**config.mk**
```make
export PLATFORM = sky130hd
export DESIGN_NAME = fpga_config_ctrl
export DESIGN_NICKNAME = d
export VERILOG_FILES = /design/src/rtl/fpga_config_ctrl.sv
export SDC_FILE = /design/constraint.sdc
export NUM_CORES = 1
export LEC_CHECK = 0
export ABC_AREA = 1
export BUFFER_PORTS_ARGS = -buffer_cell sky130_fd_sc_hd__buf_2
export CORE_ASPECT_RATIO = 1.4
export CORE_MARGIN = 2
export CORE_UTILIZATION = 53
export CTS_BUF_LIST = sky130_fd_sc_hd__clkbuf_8
export CTS_CLUSTER_SIZE = 25
export DETAILED_ROUTE_END_ITERATION = 8
export HOLD_SLACK_MARGIN = 0.03
export PLACE_DENSITY = 0.72
export SLEW_MARGIN = 30
export SYNTH_ARGS = -nofsm -noshare
export SYNTH_HDL_FRONTEND = slang
export SYNTH_SLANG_ARGS = --single-unit
```
**constraint.sdc**
```tcl
create_clock -name clk_i -period 1.63 [get_ports clk_i]
set_input_delay 0.163 -clock clk_i [delete_from_list [all_inputs] [get_ports clk_i]]
set_output_delay 0.163 -clock clk_i [all_outputs]
set_load 0.05 [all_outputs]
```
**src/rtl/fpga_config_ctrl.sv**
```systemverilog
// rtl/fpga_config_ctrl.sv - streams a bitstream from memory into parallel configuration chains
// Sequences prog_rst/fpga_rst around the load; supports reconfigure, abort and a divided shift rate.
module fpga_config_ctrl #(
    parameter int NUM_CHAINS       = 1,
    parameter int BITSTREAM_LENGTH = 7286,
    parameter int SETTLE_CYCLES    = 16,
    parameter int CLK_DIV          = 2,
    parameter bit AUTO_START       = 1'b1,
    parameter int ADDR_W           = (BITSTREAM_LENGTH > 1) ? $clog2(BITSTREAM_LENGTH) : 1
) (
    input  logic                  clk_i,
    input  logic                  rst_ni,
    input  logic                  cfg_start_i,
    input  logic                  cfg_abort_i,
    output logic                  mem_rd_en_o,
    output logic [ADDR_W-1:0]     mem_addr_o,
    input  logic [NUM_CHAINS-1:0] mem_rdata_i,
    output logic [NUM_CHAINS-1:0] prog_o,
    output logic                  prog_en_o,
    output logic                  prog_rst_o,
    output logic                  fpga_rst_o,
    output logic                  busy_o,
    output logic                  config_done_o,
    output logic                  cfg_aborted_o
);

    localparam int WC_W = $clog2(BITSTREAM_LENGTH + 1);
    localparam int SC_W = (SETTLE_CYCLES > 1) ? $clog2(SETTLE_CYCLES) : 1;
    localparam int DC_W = $clog2(CLK_DIV);

    localparam logic [WC_W-1:0] WC_LEN  = WC_W'(BITSTREAM_LENGTH);
    localparam logic [WC_W-1:0] WC_LAST = WC_W'(BITSTREAM_LENGTH - 1);
    localparam logic [SC_W-1:0] SC_LAST = SC_W'(SETTLE_CYCLES - 1);
    localparam logic [DC_W-1:0] DC_LAST = DC_W'(CLK_DIV - 1);

    typedef enum logic [2:0] {
        S_IDLE,
        S_SETTLE,
        S_LOAD,
        S_FLUSH,
        S_DONE
    } state_t;

    state_t                  state_q;
    logic [SC_W-1:0]         settle_q;
    logic [DC_W-1:0]         div_q;
    logic [WC_W-1:0]         word_q;
    logic                    rd_pend_q;
    logic [NUM_CHAINS-1:0]   prog_q;
    logic                    prog_en_q;
    logic                    aborted_q;
    logic                    auto_q;
    logic                    rd_issue_d;
    logic                    abort_d;

    assign rd_issue_d = (state_q == S_LOAD) && (div_q == '0) && (word_q < WC_LEN);
    assign abort_d    = cfg_abort_i &&
                        ((state_q == S_SETTLE) || (state_q == S_LOAD) || (state_q == S_FLUSH));

    always_ff @(posedge clk_i or negedge rst_ni) begin
        if (!rst_ni) begin
            state_q   <= S_IDLE;
            settle_q  <= '0;
            div_q     <= '0;
            word_q    <= '0;
            rd_pend_q <= 1'b0;
            prog_q    <= '0;
            prog_en_q <= 1'b0;
            aborted_q <= 1'b0;
            auto_q    <= AUTO_START;
        end else begin
            prog_en_q <= 1'b0;
            rd_pend_q <= 1'b0;
            if (abort_d) begin
                // Dropping rd_pend_q discards any read whose data is still in flight.
                state_q   <= S_IDLE;
                aborted_q <= 1'b1;
                word_q    <= '0;
            end else begin
                case (state_q)
                    S_IDLE: begin
                        if (cfg_start_i || auto_q) begin
                            state_q   <= S_SETTLE;
                            settle_q  <= '0;
                            auto_q    <= 1'b0;
                            aborted_q <= 1'b0;
                        end
                    end
                    S_SETTLE: begin
                        if (settle_q == SC_LAST) begin
                            state_q <= S_LOAD;
                            div_q   <= '0;
                            word_q  <= '0;
                        end else begin
                            settle_q <= settle_q + SC_W'(1);
                        end
                    end
                    S_LOAD, S_FLUSH: begin
                        if (rd_pend_q) begin
                            prog_q    <= mem_rdata_i;
                            prog_en_q <= 1'b1;
                        end
                        if (state_q == S_LOAD) begin
                            div_q <= (div_q == DC_LAST) ? '0 : div_q + DC_W'(1);
                            if (rd_issue_d) begin
                                word_q    <= word_q + WC_W'(1);
                                rd_pend_q <= 1'b1;
                                if (word_q == WC_LAST) begin
                                    state_q <= S_FLUSH;
                                end
                            end
                        end else if (prog_en_q && !rd_pend_q) begin
                            state_q <= S_DONE;
                        end
                    end
                    S_DONE: begin
                        if (cfg_start_i) begin
                            state_q   <= S_SETTLE;
                            settle_q  <= '0;
                            aborted_q <= 1'b0;
                        end
                    end
                    default: state_q <= S_IDLE;
                endcase
            end
        end
    end

    assign mem_rd_en_o   = rd_issue_d;
    assign mem_addr_o    = word_q[ADDR_W-1:0];
    assign prog_o        = prog_q;
    assign prog_en_o     = prog_en_q;
    assign prog_rst_o    = (state_q == S_IDLE) || (state_q == S_SETTLE);
    assign fpga_rst_o    = (state_q != S_DONE);
    assign busy_o        = (state_q == S_SETTLE) || (state_q == S_LOAD) || (state_q == S_FLUSH);
    assign config_done_o = (state_q == S_DONE);
    assign cfg_aborted_o = aborted_q;

endmodule

```
==> impl_metrics.json, run 1 <==
{
  "p_leak_uw": 0.00103,
  "layout-drive-gt1-share": 0.312,
  "power.density_mw_per_mm2": 1410,
  "cpPeakStageDelay_ns": 0.43,
  "finalCriticalPeriod_ns": 1.61,
  "final_common_cell": "nand2_1",
  "drt_iter0_drc": 21,
  "rr_endpoint": "mem_addr_o[8]$_DFFE_PN0P_",
  "stdcell_count": 299,
  "ys_ff_latch": 26,
  "fillers": 292,
  "fin_hold_ws_ns": 0.115,
  "layout.nets": 269,
  "hp-class": "primary input to flop",
  "start_util": 0.546,
  "grt_max_degree": 27,
  "outcome": "completed",
  "ys_warn_count": 0,
  "rr_worst_depth": 8,
  "maxSlewViolCount": 0,
  "r2r_start": "mem_addr_o[0]$_DFFE_PN0P_",
  "rows": 24,
  "clk_pin_slew_worst_paths_ns": 0.09,
  "ys_seq_area_frac": 0.390,
  "design_area_mm2": 0.00200,
  "portBuffers": 25,
  "clock-sinks": 26,
  "crit_slowest_cell": "dfrtp_1",
  "syn_area_mm2": 0.00167,
  "crit_cells": 7,
  "hold_viol_final": 0,
  "worst_path_most_repeated_cell": "nor2_4",
  "path_buf_inv": 3,
  "syn_avg_cell_area_um2": 7.36,
  "die_h_um": 70.5,
  "grt_pass1_vias": 1482,
  "final_cell_mix": "nand2_1, nor2_1, inv_1",
  "worst_pin_slew_ns": 0.609,
  "root_buffer": "clkbuf_8",
  "min_period_over_period": 0.991,
  "antenna-diode-count": 0,
  "cts_tree": "done",
  "crit_chain": "buf_6 > nor2_4 > nand2_2 > nor2_4 > nand2_4 > inv_2 > buf_8",
  "synth_fp_nets": 235,
  "dp.cells": 293,
  "worstSetupPathType": "flop to primary output",
  "critical-path-top-delay-family": "flip-flops",
  "gp_congestion": 0.885,
  "min_path_cells": 2,
  "ioPinCount": 26,
  "slew_headroom": 0.594,
  "min_to": "prog_o$_DFFE_PN0P_",
  "synth_cells": 227,
  "grt_util_all_layers": 0.221,
  "clock_latency_ns": 0.27,
  "arrival_ns": 1.45,
  "max-vdd-ir-drop_mv": 1.10,
  "grt_pass1_wl_mm": 6.13,
  "cts_buffers": 3,
  "worstSetupStartpointType": "flop",
  "drt-wirelength-per-cell_um": 12.1,
  "antenna_found_initial": 0,
  "ff2ff_setup_slack_ns": 0.10,
  "vias_per_cell": 4.99,
  "dr_total_vias": 1492,
  "rsz0062_at_grt": "true",
  "fin_skew_ns": 0.00352,
  "die_area_mm2": 0.00363,
  "cp_max_fo": 3,
  "ant_nets": 0,
  "min-delay-start": "mem_rdata_i",
  "areaGrowthSynthToFinish_pct": 19.5,
  "overflow": 0,
  "cp.required_ns": 1.47,
  "end_kind": "primary output",
  "drc": 0,
  "synth.distinct_cells": 28,
  "cts.htree.levels": 1,
  "drtPass1Iterations": 4,
  "max_cap_violations": 0,
  "wirelength_mm": 3.61,
  "setup_violations": 0,
  "coreArea_mm2": 0.00306,
  "die_w_um": 51.5,
  "detailed_place.area_mm2": 0.00186,
  "cts_buffer_depth": 2,
  "dp_hpwl_mm": 2.73,
  "fmax_ghz": 0.619
}
## state kept, by name, summed over array words and instances, names as in the netlist
signal,flops
rd_pend_q,1
mem_addr_o,13
div_q,1
settle_q,4
state_q,3
auto_q,1
prog_o,1
prog_en_o,1
cfg_aborted_o,1
## through the flow
step / total power [uW] / setup slack, ns / utilization / TNS (ns)
global placement: 2190 / 0.0476 / 0.609 / 0
global route: 3000 / -0.0440 / 0.652 / -0.122
detailed placement: 2210 / 0.0567 / 0.609 / 0
floorplan: 1980 / 0.00185 / - / 0
finish: 2810 / 0.0153 / 0.652 / 0
CTS: 2770 / 0.0000565 / 0.643 / 0
## cells by family after synthesis
logic type / share of synthesized area
and+or+nand+nor: 0.433
xor gates and xnor gates: 0.0262
buffers and inverters: 0.0816
DFF: 0.390
AOI/OAI and AO/OA: 0.0404
adders and majority gates: 0.0225
muxes: 0.00674
## power breakdown
part / switching [uW] / internal [uW] / total [uW]
sequential: 98.8 / 762 / 861
combinational: 1000 / 407 / 1410
clock: 214 / 329 / 543
## layer usage
| metal | vias to the layer above | wire length (um) | track usage | part of all wire |
|---|---|---|---|---|
| li1 | 774 | - | - | - |
| met1 | 684 | 1390 | 0.238 | 0.39 |
| met2 | 25 | 2040 | 0.423 | 0.56 |
| met3 | 9 | 89 | 0.0192 | 0.025 |
| met4 | 0 | 89 | 0.0877 | 0.025 |
| met5 | - | 0 | 0 | 0 |
## how the worst max path moves through the flow
stage / start / to / slack, ns
after floorplan: mem_addr_o[5]$_DFFE_PN0P_ / mem_addr_o[8]$_DFFE_PN0P_ / 0.002
after global placement: mem_addr_o[0]$_DFFE_PN0P_ / mem_addr_o[8]$_DFFE_PN0P_ / 0.05
after detailed placement: state_q[2]$_DFFE_PN0P_ / mem_addr_o[10]$_DFFE_PN0P_ / 0.06
after CTS: state_q[0]$_DFFE_PN0P_ / mem_rd_en_o / 0.00006
after global routing: state_q[2]$_DFFE_PN0P_ / mem_rd_en_o / -0.04
final: state_q[0]$_DFFE_PN0P_ / mem_rd_en_o / 0.02
## cell type report
class,instances,area [um^2],share of cell area
inverters,29,110,0.0551
flip-flops and latches,26,663,0.332
multi-input cells,170,915,0.458
clock inverters,1,30.0,0.0150
repair buffers,31,189,0.0946
well taps,39,48.8,0.0244
clock buffers,3,41.3,0.0207
## timing repair
action	CTS	global route
setup endpoints to repair	2	9
setup buffers	1	0
resized for setup	6	10
pin swaps	1	1
hold buffers	1	0
hold endpoints to repair	25	0
## Yosys cell counts (all sizes together)
cell type	instances	area [um^2]
nor2	35	179
mux2	1	11.3
o21a	1	7.51
inv	28	105
dfstp	1	26.3
clkinv	1	5.00
nand2	83	372
buf	2	26.3
nand4	3	18.8
or2	1	6.26
ha	3	37.5
nor3	4	25.0
xor2	2	17.5
nand3	19	100
o21ai	10	50.1
xnor2	3	26.3
a21oi	2	10.0
dfrtp	25	626
nand3b	3	22.5
Power figures use the tool's default switching activity.
==> run 2: changes to the inputs <==
CORE_ASPECT_RATIO = 1.5   (was 1.4)
==> run 2 against run 1 <==
Compared with the run above:
- non-clock buffer count up 13
- critical endpoint unchanged
- sequential share of layout area down 2.1 points
- clock skew up 0.0026 ns
- setup slack better by 0.015 ns
- die area about the same
- highest routed layer unchanged
- first-iteration DRC count up 90%
- clock-buffer cell count unchanged
- core utilization up 3.8 points
- clock power about the same
- power up 5.7%
- flip-flop and latch count unchanged
==> impl_metrics.json, run 2 (synthesis gave the netlist of run 1 again) <==
{
  "layout.nets": 283,
  "gp_congestion": 0.831,
  "min_period_over_period": 0.981,
  "die_area_mm2": 0.00363,
  "final_common_cell": "nand2_1",
  "cts_buffers": 3,
  "portBuffers": 25,
  "max-vdd-ir-drop_mv": 1.37,
  "grt_max_degree": 27,
  "worstSetupStartpointType": "flop",
  "cts.htree.levels": 1,
  "hold_viol_final": 0,
  "start_util": 0.540,
  "ff2ff_setup_slack_ns": 0.08,
  "largest_register_ffs": 13,
  "dp_hpwl_mm": 2.70,
  "rows": 25,
  "die_h_um": 72.8,
  "clock-sinks": 26,
  "end_kind": "primary output",
  "cts_tree": "done",
  "outcome": "completed",
  "grt_util_all_layers": 0.229,
  "setup_violations": 0,
  "final_util": 0.690,
  "layout-drive-gt1-share": 0.361,
  "cp_max_fo": 3,
  "maxSlewViolCount": 0,
  "dr_total_vias": 1552,
  "p_leak_uw": 0.00109,
  "dp.cells": 292,
  "clkPwrFrac": 0.183,
  "grt_pass1_wl_mm": 6.38,
  "root_buffer": "clkbuf_8",
  "finalPower_uw": 2970,
  "drt-wirelength-per-cell_um": 12.7,
  "fin_skew_ns": 0.00613,
  "power.density_mw_per_mm2": 1390,
  "areaGrowthSynthToFinish_pct": 27.8,
  "p_sw_frac": 0.472,
  "combPwrFrac": 0.524,
  "drt_iter0_drc": 40,
  "die_w_um": 49.9,
  "finalCriticalPeriod_ns": 1.60,
  "arrival_ns": 1.44,
  "power.internal_uw": 1570,
  "overflow": 0,
  "ant_nets": 0,
  "cp.required_ns": 1.47,
  "antenna-diode-count": 0,
  "tns_ns": 0,
  "fmax_ghz": 0.625,
  "drc": 0,
  "rsz0062_at_grt": "true",
  "fillers": 273,
  "clk_pin_slew_worst_paths_ns": 0.10,
  "clock_latency_ns": 0.28,
  "slew_headroom": 0.599,
  "vias_per_cell": 4.94,
  "worst_pin_slew_ns": 0.601,
  "cts_buffer_depth": 2,
  "wirelength_mm": 3.98,
  "antenna_found_initial": 0,
  "seqPwrFrac": 0.293,
  "stdcell_count": 314,
  "p_sw_uw": 1400,
  "grt_pass1_vias": 1387,
  "max_cap_violations": 0,
  "worstSetupPathType": "flop to primary output",
  "drtPass1Iterations": 4,
  "ioPinCount": 26,
  "coreArea_mm2": 0.00310,
  "hp-class": "primary input to flop",
  "final_cell_mix": "nand2_1, nor2_1, inv_1"
}
==> run 2: cell count changes in the layout (fill, tap and decap cells not counted), moves of 2 or more <==
cell     previous run  this run
buf_4               4        19
dfrtp_1            16        14
dfrtp_2             9        11
inv_4               0         2
nand2_2            13        11
nand3_1            17        15
nand3_2             2         4
nor3_2              2         0
==> run 2: through the flow <==
step / cell area, um^2 / setup WS (ns) / hold WS, ns
floorplan: 1690 / 0.00185 / -0.133
global placement: 1850 / 0.0808 / 0.203
detailed placement: 1850 / 0.0653 / 0.210
CTS: 1970 / -0.0143 / 0.114
global route: 2140 / -0.0548 / 0.132
finish: 2140 / 0.0303 / 0.113
==> run 2: worst paths after layout <==
| path | end | depth (start not counted) | startpoint |
|---|---|---|---|
| max | mem_rd_en_o | 8 | state_q[2]$_DFFE_PN0P_ |
| min | prog_o$_DFFE_PN0P_ | 2 | mem_rdata_i |
| max reg2reg | mem_addr_o[8]$_DFFE_PN0P_ | 11 | state_q[2]$_DFFE_PN0P_ |
| min reg2reg | auto_q$_DFFE_PN1P_ | 2 | auto_q$_DFFE_PN1P_ |
| max in group asynchronous | mem_addr_o[6]$_DFFE_PN0P_ | 2 | rst_ni |
| min in group asynchronous | rd_pend_q$_DFF_PN0_ | 2 | rst_ni |
==> run 2: routing by layer <==
metal | global-route usage | share of wire | up-vias
li1 | - | - | 795
met1 | 0.246 | 0.39 | 703
met2 | 0.439 | 0.55 | 43
met3 | 0.0266 | 0.034 | 11
met4 | 0.105 | 0.028 | 0
met5 | 0 | 0 | -
==> run 2: worst max-delay path: stages, from the launching register on <==
cell and delay [ns]:
dfrtp_1 0.41, inv_2 0.08, nand2_4 0.07, nor2_4 0.11, nand2_2 0.07, nor2_4 0.13, nand2_4 0.08, inv_4 0.06
buf_8 0.13
==> run 2: final cells by class <==
class | instances | area [um^2] | share of cell area
clock inverter | 1 | 30.0 | 0.0141
inverter | 29 | 114 | 0.0533
clock buffer | 3 | 41.3 | 0.0193
timing repair buffer | 44 | 283 | 0.132
sequential | 26 | 666 | 0.311
tap | 40 | 50.0 | 0.0234
multi-input combinational | 171 | 953 | 0.446
==> run 2: repair_timing <==
| action | in CTS | in global routing |
|---|---|---|
| resized for setup | 4 | 20 |
| cloned | 0 | 1 |
| pin swaps | 2 | 6 |
| hold buffers | 1 | 0 |
| buffers inserted | 4 | 12 |
| endpoints found under the hold margin | 25 | 0 |
| setup endpoints to repair | 1 | 19 |
==> run 2: power by group through the flow <==
stage / sequential [uW] / clock (uW) / combinational [uW]
6_report: 871 / 543 / 1560
5_1_grt: 889 / 570 / 1710
3_3_place_gp: 872 / 0 / 1310
2_1_floorplan: 995 / 0 / 982
4_1_cts: 861 / 557 / 1360
3_5_place_dp: 877 / 0 / 1320
